## src/rtl/vending_input_conditioner.sv

```systemverilog
// Input front-end for the vending machine: two-flop sync, counter debounce and press-edge
// pulses for coin/coffee/sprite, with coffee-over-sprite priority and busy gating.
module vending_input_conditioner #(
  parameter int unsigned DEBOUNCE_CYCLES = 250000,
  parameter int unsigned CNT_W           = 18
) (
  input  logic       clk,
  input  logic       rst_n,
  input  logic       raw_coin,
  input  logic       raw_coffee,
  input  logic       raw_sprite,
  input  logic       i_busy,
  output logic       o_coin,
  output logic       o_coffee,
  output logic       o_sprite,
  output logic [2:0] o_level
);

  localparam logic [CNT_W-1:0] CntMax = CNT_W'(DEBOUNCE_CYCLES - 1);

  // Channel bit order everywhere: {sprite, coffee, coin}
  logic [2:0]       raw;
  logic [2:0]       sync1_q;
  logic [2:0]       sync_q;
  logic [2:0]       stable_q;
  logic [2:0]       stable_d;
  logic [2:0]       stable_dly_q;
  logic [2:0]       rise;
  logic [CNT_W-1:0] cnt_q [3];
  logic [CNT_W-1:0] cnt_d [3];

  assign raw = {raw_sprite, raw_coffee, raw_coin};

  // Any return of sync to the debounced level restarts the count.
  always_comb begin
    stable_d = stable_q;
    for (int c = 0; c < 3; c++) begin
      cnt_d[c] = cnt_q[c];
      if (sync_q[c] == stable_q[c]) begin
        cnt_d[c] = '0;
      end else if (cnt_q[c] == CntMax) begin
        stable_d[c] = sync_q[c];
        cnt_d[c]    = '0;
      end else begin
        cnt_d[c] = cnt_q[c] + 1'b1;
      end
    end
  end

  assign rise = stable_q & ~stable_dly_q;

  always_ff @(posedge clk or negedge rst_n) begin
    if (!rst_n) begin
      sync1_q      <= '0;
      sync_q       <= '0;
      stable_q     <= '0;
      stable_dly_q <= '0;
      for (int c = 0; c < 3; c++) begin
        cnt_q[c] <= '0;
      end
      o_coin   <= 1'b0;
      o_coffee <= 1'b0;
      o_sprite <= 1'b0;
    end else begin
      sync1_q      <= raw;
      sync_q       <= sync1_q;
      stable_q     <= stable_d;
      stable_dly_q <= stable_q;
      for (int c = 0; c < 3; c++) begin
        cnt_q[c] <= cnt_d[c];
      end
      o_coin   <= rise[0];
      o_coffee <= rise[1] & ~i_busy;
      // Coffee wins a same-cycle tie; the losing sprite request is dropped.
      o_sprite <= rise[2] & ~rise[1] & ~i_busy;
    end
  end

  assign o_level = stable_q;

endmodule

```

## config.mk

```make
export PLATFORM = sky130hd
export DESIGN_NAME = vending_input_conditioner
export DESIGN_NICKNAME = d
export VERILOG_FILES = /design/src/rtl/vending_input_conditioner.sv
export SDC_FILE = /design/constraint.sdc
export NUM_CORES = 1
export LEC_CHECK = 0
export ABC_CLOCK_PERIOD_IN_PS = 4500
export BUFFER_PORTS_ARGS = -buffer_cell sky130_fd_sc_hd__buf_2
export CAP_MARGIN = 20
export CORE_ASPECT_RATIO = 0.75
export CORE_MARGIN = 2
export CORE_UTILIZATION = 53
export DETAILED_ROUTE_END_ITERATION = 8
export PLACE_DENSITY = 0.68
export SETUP_SLACK_MARGIN = 0.05
export SYNTH_ARGS = -nofsm -noshare
export SYNTH_HDL_FRONTEND = slang
export SYNTH_SLANG_ARGS = --single-unit
```

## constraint.sdc

```tcl
create_clock -name clk -period 4.5 [get_ports clk]
set_input_delay 0.675 -clock clk [delete_from_list [all_inputs] [get_ports clk]]
set_output_delay 0.675 -clock clk [all_outputs]
set_load 0.02 [all_outputs]
```

* Yosys cells after proc, flatten, opt, wreduce, memory -nomap -nowiden
Index checks and enable logic that the tools add are counted.
Word-level totals: flip-flop bits (word level) 69, input port bits 6, output and inout bits 6, word-level logic and storage cells 40
Operators by class: $add $sub $neg 3, eq/ne operators 6, multiplexer cells 6, bitwise logic cells 10, reduce and logical (&&, ||, !) cells 3
Operators by type and width (number):
- 2-to-1 mux 18 bit | 6
- adder 18 x 1 -> 18 bit (second input constant) | 3
- equality test 18 bit (second input constant) | 3
- AND reduction 2 bit | 3
- NOT 1 bit | 5
- AND 1 bit | 3
- AND 3 bit | 1
- equality test 1 bit | 3
- NOT 3 bit | 1

* Longest topological paths before layout
word-level depth 5, mapped depth 6, depth with buffers taken out 5

* Worst setup path before layout
OpenSTA, ideal clock, no wires.
path kind register to register, from register cnt_q[18] (netlist bit), to register stable_q[1] (netlist: o_level[1]), setup time 0.125 ns, arrival time 1.864 ns, required time 4.375 ns, path slack 2.511 ns, stages on the path, launching flop included 6, path buffers 0, period minus slack after synthesis 1.989 ns, cells stage by stage dfrtp_1 -> ha_1 -> nand4_4 -> or3_1 -> or4_4 -> mux2_4
On the way: longest elaborated chain between the ends 2
Ends and longest elaborated chain:
- start: declaration | line 29 | logic [CNT_W-1:0] cnt_q [3];
- start signal: indexed assignment | line 70 | cnt_q[c] <= cnt_d[c];
- equality test 18 bit | line 41 | end else if (cnt_q[c] == CntMax) begin
- AND reduction 2 bit (no line)
- end signal: assignment | line 67 | stable_q <= stable_d;
- end: declaration | line 25 | logic [2:0] stable_q;
Every way passes these cells. A chain may end at the register's enable or synchronous reset.

* Worst setup path in the final report
Same ends and word-level chain as after synthesis.

==> metrics.csv <==
stage,metric,value,unit
timing,hold_slack,0.270,ns
detailed_routing,drc,0,
detailed_routing,wirelength,5380,um
final_layout,final_layout_size_suffix_gt1_share,11.2,%
timing,setup_viol,0,
timing,fmax,475,MHz
clocking,postCtsSetupBuffers,0,
detailed_routing,drtIter0Drc,86,
clocking,tritoncts,built,
synth,syn_inst,304,
final_layout,area_delta_synth_final,11.0,%
timing,fin_skew,0.00797,ns
timing,rsz0062_at_grt,no,
worst_setup_path,cp.arrival,2.33,ns
global_route,grt_pass1_wl,9620,um
status,outcome,"finished, final reports clean",
final_layout,filler_cell_count,497,
timing,period_share,46.8,%
floorplanning,die_y,71.1,um
timing,drv_slew,0,
final_layout,multi_input_area,1400,um2
clocking,path_clk_slew,0.07,ns
clocking,ctsResizeCount,0,
power,swShare,21.6,%
synth,synth_seq_area_share,54.3,%
floorplanning,die_area,6650,um2
power,total_leakage_power,1.46,nW
clocking,hold_buffers,0,
synth,synth-seq-cells,69,
floorplanning,num_rows,24,
global_route,grt_overflow_total,0,
floorplanning,start_util,54.9,%
worst_setup_path,endpoint_kind,register,
worst_setup_path,path_max_fanout,7,
worst_setup_path,worstSetupEndpoint,o_level[1]$_DFFE_PN0P_,
power,power.density,319,nW/um2
synth,synthDistinctLibCells,33,
final_layout,seq_area,1730,um2
flow_run,cap_viol_max_count,0,
synth,synth.largest_area_cell,dfrtp_1,
synth,yosys-top-cells-count,"dfrtp_1 (69), nor2_1 (60), xnor2_1 (35)",
power,p_int,0.884,mW
floorplanning,top_level_ports,12,
worst_setup_path,reg2reg_to,o_level[1]$_DFFE_PN0P_,
timing,relSlewSlack,36.3,%
power,ir_drop,0.193,mV
worst_setup_path,r2r_cells,5,
worst_setup_path,r2r_slack,2.39,ns
worst_setup_path,start_kind,register,
floorplanning,fp.dieW,93.5,um
synth,yosysTopAreaCellShare,54.3,%
detailed_routing,via_per_inst,5.41,
synth,syn_area,3180,um2
clocking,clock_latency,0.34,ns
synth,synth_edf_count,0,
timing,hold_violations,0,
synth,synthTopCellsByArea,"dfrtp_1 (54%), xnor2_1 (9.6%), nor2_1 (7.1%)",
floorplanning,core,5800,um2
clocking,cts_buffers,9,
synth,synth.most_common_cell,dfrtp_1,
synth,yosys_warnings,0,
worst_setup_path,required,4.72,ns
timing,setup_tns,0,ns
power,seq_power_share,56.6,%
global_route,grt_pass1_vias,2022,
place,portBuffers,11,
power,power_frac_clock,39.9,%
place,dp_hpwl,3670,um
global_route,grt.total_usage,18.8,%
global_route,antenna_found_initial,0,
timing,worst_pin_slew,0.952,ns
clocking,clkSinkCount,69,
final_layout,final_net_count,334,
detailed_routing,vias,2203,
place,gp_congestion,0.800,
clocking,root_buffer,clkbuf_8,
synth,synth_ff_type,dfrtp_1,
worst_setup_path,timing.rr.start,cnt_q[18]$_DFF_PN0_,
clocking,htreeDepth,3,
worst_setup_path,crit_type,register to register,
worst_setup_path,critPathLaunch,cnt_q[18]$_DFF_PN0_,
synth,synth_nets,313,
power,pwr-share-comb,3.5,%
power,switchingPower,0.243,mW
timing,period_needed,2.11,ns
synth,syn_area_per_cell,10.5,um2
synth,async_flop_share,100,%
clocking,ctsLongestPathBuffers,2,
global_route,grt_max_degree,45,
detailed_routing,ant_nets,0,
detailed_routing,post_drt_wl_per_cell,13.2,um
worst_hold_path,hold_path_class,primary input to asynchronous set/reset pin,
final_layout,n_antenna_cell,0,
detailed_routing,drtPass1Iterations,4,
## flip-flops by register name (all words and copies together) (netlist names)
signal	flops
stable_dly_q	3
sync1_q	3
cnt_q	54
o_coin	1
sync_q	3
o_sprite	1
o_coffee	1
o_level	3
## area by class of cell
type	count	area share [%]
multi-input combinational	221	39.6
timing repair buffer	14	2.66
clock buffer	14	4.89
tap	78	2.76
sequential	69	48.9
inverter	10	1.06
clock inverter	1	0.142
## worst max-delay path, stage by stage (launching register included)
cell	delay, ns
dfrtp_1	0.39
ha_1	0.28
nand4_4	0.19
or3_1	0.40
or4_4	0.43
mux2_4	0.30
## power by group through the flow
stage	logic (mW)	registers [mW]	clock network [mW]
after floorplan	0.0189	0.648	0
final	0.0390	0.639	0.450
after detailed placement	0.0384	0.650	0
after global placement	0.0371	0.649	0
after CTS	0.0387	0.638	0.463
after global routing	0.0459	0.639	0.490
## cells in the final DEF (no fill, tap or decap)
master,synthesis,layout
buf_12,0,1
buf_6,0,1
ha_1,3,3
o31ai_1,2,2
and2_1,1,1
buf_4,0,1
nor3_1,10,10
nand3_1,16,16
nand4_1,17,17
or4_1,3,3
xnor2_1,35,35
dfrtp_1,69,69
mux2_2,2,2
nand2_1,15,15
nor2b_1,4,4
nand4_4,1,1
clkbuf_1,2,2
nor2_1,60,60
a21oi_1,3,3
clkinv_2,0,1
buf_2,2,11
clkbuf_8,0,12
mux2i_1,1,1
or3_1,3,3
and3_2,1,1
and4_1,3,3
o41ai_4,1,1
or4_4,2,2
and3_1,1,1
mux2_4,1,1
o31ai_4,1,1
or2_2,1,1
o21ai_1,1,1
o21ai_0,2,2
inv_1,10,10
nor4_1,15,15
xor2_1,12,12
nor4b_1,4,4
## kinds of logic (layout without fill, tap and decap cells)
logic type	Yosys count	count (layout)	synth area share [%]
AO/OA/AOI/OAI	10	10	2.95
XOR/XNOR	47	47	12.9
AND/OR/NAND/NOR	157	157	25.4
buffers and inverters	14	39	1.73
multiplexers	4	4	1.49
adder cells (fa/ha/maj)	3	3	1.18
flip-flops	69	69	54.3
## worst min-delay path by stage
stage / to / start / cells past startpoint
2_1_floorplan: sync_q[0]$_DFF_PN0_ / sync1_q[0]$_DFF_PN0_ / 0
3_3_place_gp: sync_q[0]$_DFF_PN0_ / sync1_q[0]$_DFF_PN0_ / 0
3_5_place_dp: sync_q[1]$_DFF_PN0_ / sync1_q[1]$_DFF_PN0_ / 0
4_1_cts: sync_q[1]$_DFF_PN0_ / sync1_q[1]$_DFF_PN0_ / 0
5_1_grt: cnt_q[16]$_DFF_PN0_ / rst_n / 1
6_report: cnt_q[3]$_DFF_PN0_ / rst_n / 1
## metal layers
| layer | up-vias | wire [um] | track usage (%) |
|---|---|---|---|
| li1 | 1106 | - | - |
| met1 | 1036 | 2800 | 28.1 |
| met2 | 52 | 2210 | 24.9 |
| met3 | 9 | 279 | 7.35 |
| met4 | 0 | 95 | 6.37 |
| met5 | - | 0 | 0 |
## stage by stage
step	instances	area (um2)	utilization, %	setup slack [ns]	total power, mW
after CTS	406	3510	60.6	2.35	1.14
after global placement	390	3320	57.4	2.38	0.686
after floorplan	304	3180	-	2.51	0.667
final	407	3530	61.0	2.39	1.13
after detailed placement	391	3340	57.6	2.35	0.688
after global routing	407	3530	61.0	2.12	1.18
Power figures use the tool's default switching activity.
